$ cat config.mk
export PLATFORM = sky130hd
export DESIGN_NAME = gf2m_digit_mult
export DESIGN_NICKNAME = d
export VERILOG_FILES = /design/src/rtl/gf2m_pkg.sv /design/src/rtl/gf2m_xtime_d.sv /design/src/rtl/gf2m_digit_mult.sv
export SDC_FILE = /design/constraint.sdc
export NUM_CORES = 2
export LEC_CHECK = 0
export ABC_AREA = 1
export BUFFER_PORTS_ARGS = -buffer_cell sky130_fd_sc_hd__buf_2
export CAP_MARGIN = 20
export CORE_MARGIN = 3
export CORE_UTILIZATION = 50
export DETAILED_ROUTE_END_ITERATION = 7
export PLACE_DENSITY = 0.71
export SKIP_LAST_GASP = 1
export SLEW_MARGIN = 20
export SYNTH_ARGS = -nofsm -noshare
export SYNTH_HDL_FRONTEND = slang
export SYNTH_SLANG_ARGS = --single-unit
$ cat constraint.sdc
create_clock -name clk -period 3.4 [get_ports clk]
set_input_delay 0.51 -clock clk [delete_from_list [all_inputs] [get_ports clk]]
set_output_delay 0.51 -clock clk [all_outputs]
set_load 0.005 [all_outputs]
$ cat src/rtl/gf2m_pkg.sv
// Shared definitions for the GF(2^M) digit-serial multiplier.
//   M_DEFAULT  : default field degree (NIST B-163)
//   POLY_B163  : low terms of x^163 + x^7 + x^6 + x^3 + 1
//   POLY_AES8  : low terms of x^8 + x^4 + x^3 + x + 1
//   state_t    : controller states
//   ceil_div() : integer ceiling division, used to size the digit count
package gf2m_pkg;

    localparam int           M_DEFAULT = 163;
    localparam logic [162:0] POLY_B163 = 163'hC9;
    localparam logic [7:0]   POLY_AES8 = 8'h1B;

    typedef enum logic [1:0] {
        IDLE = 2'd0,
        CALC = 2'd1,
        DONE = 2'd2
    } state_t;

    function automatic int ceil_div(input int num, input int den);
        return (num + den - 1) / den;
    endfunction

endpackage

$ cat src/rtl/gf2m_xtime_d.sv
// Combinational multiply by x^D modulo f(x) = x^M + POLY.
// Performs D successive single-bit xtime folds: shift left by one and, if
// the bit shifted out was set, XOR in POLY. Works for any POLY of degree < M.
//   din  : input  [M-1:0]  field element
//   dout : output [M-1:0]  din * x^D mod f
module gf2m_xtime_d
    import gf2m_pkg::*;
#(
    parameter int         M    = M_DEFAULT,
    parameter int         D    = 1,
    parameter logic [M-1:0] POLY = M'(POLY_B163)
) (
    input  logic [M-1:0] din,
    output logic [M-1:0] dout
);

    logic [M-1:0] v;

    always_comb begin
        // NOTE: v is assigned before the loop so every path writes it (no latch);
        // blocking '=' is correct here because each fold consumes the previous one.
        v = din;
        for (int i = 0; i < D; i++) begin
            v = (v << 1) ^ (v[M-1] ? POLY : '0);
        end
        dout = v;
    end

endmodule

$ cat src/rtl/gf2m_digit_mult.sv
// Digit-serial GF(2^M) polynomial-basis multiplier, c = a*b mod f(x).
// b is consumed D bits per cycle, most significant digit first, using
// Horner's rule: acc = acc*x^D ^ a*digit (both reduced mod f).
// Result appears N = ceil(M/D) cycles after the accept edge.
//   clk, rst           : clock (rising edge), async active-low reset
//   in_valid/in_ready  : operand handshake (a, b)
//   abort              : synchronous cancel, returns to IDLE, no result
//   c, out_valid       : product and its valid flag (held until out_ready)
//   out_ready          : consumer accepts the result
//   busy               : operation in progress or result pending
module gf2m_digit_mult
    import gf2m_pkg::*;
#(
    parameter int           M    = M_DEFAULT,
    parameter int           D    = 4,
    parameter logic [M-1:0] POLY = M'(POLY_B163)
) (
    input  logic         clk,
    input  logic         rst,
    input  logic         in_valid,
    output logic         in_ready,
    input  logic [M-1:0] a,
    input  logic [M-1:0] b,
    input  logic         abort,
    output logic [M-1:0] c,
    output logic         out_valid,
    input  logic         out_ready,
    output logic         busy
);

    localparam int N  = ceil_div(M, D);
    localparam int PW = N * D;                      // b padded to whole digits
    localparam int CW = (N > 1) ? $clog2(N) : 1;

    state_t         state, state_nx;
    logic [M-1:0]   a_reg;
    logic [PW-1:0]  b_reg;
    logic [M-1:0]   acc;
    logic [M-1:0]   acc_shift;
    logic [M-1:0]   prod;
    logic [M-1:0]   acc_nx;
    logic [CW-1:0]  cnt;
    logic [D-1:0]   digit;
    logic           accept;

    assign in_ready  = (state == IDLE);
    assign out_valid = (state == DONE);
    assign busy      = (state != IDLE);
    assign accept    = in_valid && in_ready && !abort;
    assign digit     = b_reg[PW-1 -: D];

    // acc * x^D mod f
    gf2m_xtime_d #(.M(M), .D(D), .POLY(POLY)) u_acc_xtime (
        .din  (acc),
        .dout (acc_shift)
    );

    // a * digit mod f, Horner over the digit bits (MSB first) with one
    // single-bit fold per bit.
    for (genvar g = 0; g < D; g++) begin : g_fold
        logic [M-1:0] t_in, t_sh, t_out;
        if (g == 0) begin : g_first
            assign t_in = '0;
        end else begin : g_rest
            assign t_in = g_fold[g-1].t_out;
        end
        gf2m_xtime_d #(.M(M), .D(1), .POLY(POLY)) u_bit_xtime (
            .din  (t_in),
            .dout (t_sh)
        );
        assign t_out = t_sh ^ (digit[D-1-g] ? a_reg : '0);
    end

    assign prod   = g_fold[D-1].t_out;
    assign acc_nx = acc_shift ^ prod;

    // NOTE: sequential state uses non-blocking '<=' so all registers update
    // together from values sampled before the edge.
    always_ff @(posedge clk or negedge rst) begin
        if (!rst) state <= IDLE;
        else      state <= state_nx;
    end

    always_comb begin
        state_nx = state;
        unique case (state)
            IDLE: if (accept)                 state_nx = CALC;
            CALC: if (abort)                  state_nx = IDLE;
                  else if (cnt == '0)         state_nx = DONE;
            DONE: if (abort || out_ready)     state_nx = IDLE;
            default:                          state_nx = IDLE;
        endcase
    end

    always_ff @(posedge clk or negedge rst) begin
        if (!rst) begin
            a_reg <= '0;
            b_reg <= '0;
            acc   <= '0;
            cnt   <= '0;
            c     <= '0;
        end else if (accept) begin
            a_reg <= a;
            b_reg <= PW'(b);
            acc   <= '0;
            cnt   <= CW'(N - 1);
        end else if (state == CALC) begin
            if (abort) begin
                acc <= '0;
                cnt <= '0;
            end else begin
                acc   <= acc_nx;
                b_reg <= b_reg << D;
                cnt   <= cnt - 1'b1;
                // c only changes on entry to DONE, so it is stable there
                if (cnt == '0) c <= acc_nx;
            end
        end
    end

endmodule

## Word-level counts from Yosys, hierarchy flattened

Cells that the tools add are included.

- Register bits: 661
- Bits in latches: 0
- RAM bits: 0
- ROM bits: 0
- Input port bits: 331
- Output and inout bits: 166
- Logic and storage cells: 62
- Memories: 0

- Add/subtract/negate cells: 1
- $mul: 0
- Div/mod/pow operators: 0
- $lt $le $gt $ge: 0
- Eq/ne operators: 6
- Shift-type cells: 0
- Multiplexer cells: 25
- Bitwise operators: 13
- Reductions and logical operators: 11

Operators with widths:

| kind | number |
|---|---|
| 163-bit two-way mux | 7 |
| 163-bit bitwise XOR | 6 |
| 163-bit by 8-bit bitwise XOR with 163-bit output | 5 |
| 164-bit two-way mux | 3 |
| 8-bit two-way mux | 7 |
| 6-bit two-way mux | 3 |
| 2-bit two-way mux | 4 |
| 6-bit logical NOT | 1 |
| 2-bit by 1-bit inequality test with 1-bit output (second input constant) | 3 |
| 2-bit one-hot mux with 3 select lines | 1 |
| 6-bit by 1-bit subtractor with 6-bit output (second input constant) | 1 |
| 4-bit AND reduction | 1 |
| 2-bit nonzero test | 2 |
| 3-bit inequality test (second input constant) | 1 |
| 3-bit AND reduction | 1 |
| 2-bit by 1-bit equality test with 1-bit output (second input constant) | 1 |
| 2-bit equality test (second input constant) | 1 |
| 1-bit logical AND | 2 |
| 2-bit logical NOT | 1 |
| 1-bit inverter | 2 |
| 2-bit AND reduction | 1 |
| 1-bit logical NOT | 1 |
| 1-bit logical OR | 1 |

## Depth between registers and ports, before layout

- Word-level depth: 14
- Depth in mapped cells: 14
- Mapped depth without buffers: 13

## Hierarchy

A second synthesis with hierarchy kept.

- Cells, all modules: 6,703
- Area total of the unflattened synthesis: 45,977.8 µm²

Modules (own cells, without submodules):

| module | instances | cells an instance | area an instance (µm²) | seq. area each (µm²) |
|---|---|---|---|---|
| gf2m_digit_mult | 1 | 5,819 | 39,654.3 | 16,540.9 |
| gf2m_xtime_d at g_fold[0].u_bit_xtime ... | 4 | 173 | 1,249.9 | 0.0 |
| gf2m_xtime_d at u_acc_xtime | 1 | 192 | 1,323.8 | 0.0 |

## Worst setup path before layout

OpenSTA, ideal clock, no wires.

- Kind: reg2reg
- Start: reg cnt[0]
- End: reg c[38]
- Arrival time: 1,443 ps
- Required time: 3,283 ps
- Slack: 1,840 ps
- Cell stages (with the launch flop): 10
- Cells stage by stage: dfrtp_1 -> inv_1 -> ha_1 -> nand4_1 -> nor2_4 -> inv_2 -> buf_2 -> buf_2 -> nand2_1 -> nand2_1

- Longest elaborated chain between the ends: 2

RTL lines:

| item | RTL line | text |
|---|---|---|
| start, declared | gf2m_digit_mult.sv:42 | `logic [CW-1:0] cnt;` |
| start signal, assigned | gf2m_digit_mult.sv:106 | `cnt <= CW'(N - 1);` |
| start signal, assigned | gf2m_digit_mult.sv:114 | `cnt <= cnt - 1'b1;` |
| 6-bit logical NOT | gf2m_digit_mult.sv:116 | `if (cnt == '0) c <= acc_nx;` |
| 4-bit AND reduction (no source line) | -- |  |
| end signal, assigned | gf2m_digit_mult.sv:116 |  |
| end, declared | gf2m_digit_mult.sv:25 | `output logic [M-1:0] c,` |

No other way between the ends.
A chain may end at the register's enable or synchronous reset.

## Worst setup path after layout

- Start: reg cnt[0]
- End: reg c[88]

Same word-level chain as after synthesis.

==> metrics.cfg <==
[final_layout]
multi_input_area_mm2=0.0174
largest_reg_flops=164
regArea_mm2=0.0166
fillCellCount=6511
fin_area_mm2=0.0423
layout.nets=5339
drive_above_1_share_pct=13.4
areaGrowthSynthToFinish_pct=16.4

[synthesis]
ys.flop_type=dfrtp_1
synth_fp_nets=4955
ys_top_cells_by_count=nand2_1 (2,034), dfrtp_1 (661), inv_1 (348), nand3_1 (341), xor2_1 (326)
synth_edf_count=0
async_flop_share_pct=100
synth_cell_type_count=28
synth_seq_cells=661
yosys_warnings=0
synth_largest_area_cell=dfrtp_1
syn_avg_cell_area_um2=7.87
synthTopCellsByArea=dfrtp_1 (45%), nand2_1 (21%), xor2_1 (7.9%), xnor2_1 (7.6%), nand3_1 (4.7%)
seq_area_frac_synth_pct=45.5
synth_area_mm2=0.0364
synth_cells=4622
synth_top_cell_area_share_pct=45.5
synth_most_common_cell=nand2_1

[global_route]
grt.total_usage_pct=26.4
antenna_found_initial=9
grt_pass1_wl_um=162000
grt_overflow_total=0
grt_pass1_vias=31014
grt_max_degree=169

[die]
dieArea_mm2=0.0760
die_width_um=276
dieHeight_um=276
core_area_mm2=0.0717
io_pins=497
rows=98
start_util_pct=50.7

[drt]
drc_errors=0
wl_per_cell_um=16.7
drt_iter0_drc=2350
dr.pass1.iters=6
routed_wl_um=101000
viasPerCell=5.25
vias=31613
drtAntennaViolNets=0

[timing]
min_period_over_period_pct=76.2
final_hold_viol_count=0
fmax_ghz=0.386
finalCriticalPeriod_ps=2590
worstMarginPinSlew_ps=1130
slew_violations=0
tns_ps=0
setup_viol=0
rsz0062_at_grt=false
slew_headroom_pct=24.5
final.setup_skew_ps=24.3
whs_ps=89.4
setup_slack_ps=810

[clocking]
worstSkewPairLatency_ps=610
cts_tree=done
clock_path_buffers=3
cts_inserted_buffers=75
post-cts-setup-buffer-count=0
cts_resized=0
h-tree-depth=3
cts-hold-fix-buffers=1
cts.clk_slew.worst_paths_ps=60
cts.sinks=661
cts_root_buffer=clkbuf_16

[min_path]
min_path_cells=3
hold_path.class=in -> reg

[critical_path]
cpPeakStageDelay_ps=700
r2r_cells=8
crit_path_end_kind=flop
path_class=reg -> reg
arrival_ps=3130
cpMostUsedCell=nand2_1
cp_num_cells=8
crit_family=buffers and inverters
worstPathMaxFanout=127
worstPathCellList=inv_1 -> ha_1 -> nand4_1 -> nor2_4 -> inv_6 -> buf_4 -> nand2_1 -> nand2_1
slowest_stage=inv_6
worstSetupStartpointType=flop
worstPathRequired_ps=3940
path_buf_inv=3

[placement]
gp_congestion=0.835
portBuffers=496
hpwl_um=66900
place_area_mm2=0.0397
dp_slack_ps=827

[pwr]
leakage_uw=0.0205
ir_worst_vdd_mv=0.455
power.density_mw_per_mm2=953

[flow_run]
drv_cap=0

[status]
status=completed

-- worst paths after layout --
path / start / to / slack [ps]
min: a[116] / a_reg[116] / 90
max reg2reg: cnt[0] / c[88] / 810
min in group asynchronous: rst / a_reg[146] / 550
max: cnt[0] / c[88] / 810
max in group asynchronous: rst / acc[61] / 1920
min reg2reg: c[56] / c[56] / 470
-- placed cells by master, fill, tap and decap left out, drive strengths merged, types with 10 or more instances in the layout --
| cell type | instances |
|---|---|
| nand3 | 342 |
| clkbuf | 104 |
| nand2 | 2035 |
| xnor2 | 315 |
| dfrtp | 661 |
| buf | 541 |
| xor2 | 326 |
| o221ai | 157 |
| inv | 355 |
| o21ai | 167 |
| bufinv | 10 |
| clkinv | 15 |
-- cells by family (layout without fill, tap and decap cells) --
| group | count (synthesis) | after routing | synth area share, % |
|---|---|---|---|
| flops | 661 | 661 | 45.5 |
| simple gates | 2395 | 2395 | 26.1 |
| xor+xnor | 641 | 641 | 15.4 |
| buf+inv | 589 | 1027 | 6.70 |
| compound gates | 334 | 334 | 6.25 |
| other cells | 0 | 9 | 0 |
| fa+ha+maj | 2 | 2 | 0.0688 |
-- metal layers --
layer / up-vias / track usage [%] / part of all wire (%) / wire length, um
met5: - / 0 / 0.0069 / 7
met2: 954 / 43.3 / 47 / 47300
met4: 2 / 9.76 / 3.4 / 3450
li1: 15245 / - / - / -
met1: 15220 / 35.6 / 43 / 43300
met3: 192 / 4.11 / 6.6 / 6660
-- tightest hold or removal path, cell delays in order --
cell and delay, ps:
buf_2 70, nand2_1 40, nand2_1 40
-- stage by stage --
stage / std cells / util (%) / total power [uW]
final: 6019 / 59.0 / 40300
after global routing: 6015 / 59.0 / 43700
after CTS: 6010 / 59.0 / 40500
after detailed placement: 5878 / 55.3 / 31700
after global placement: 5878 / 55.3 / 31200
after floorplan: 4622 / - / 26800
-- power by group --
| part | internal (uW) | switching (uW) | total, uW |
|---|---|---|---|
| clock | 5260 | 3320 | 8580 |
| sequential | 11200 | 2670 | 13900 |
| combinational | 7140 | 10700 | 17900 |
-- area by class of cell --
class                      count  share of cell area [%]
antenna                        9                  0.0532
inverter                     354                    3.18
multi-input combinational   3372                    41.1
sequential                   661                    39.1
tap                          950                    2.81
clock buffer                 104                    5.17
clock inverter                27                    1.02
timing repair buffer         542                    7.51
(Power assumes the default switching activity.)
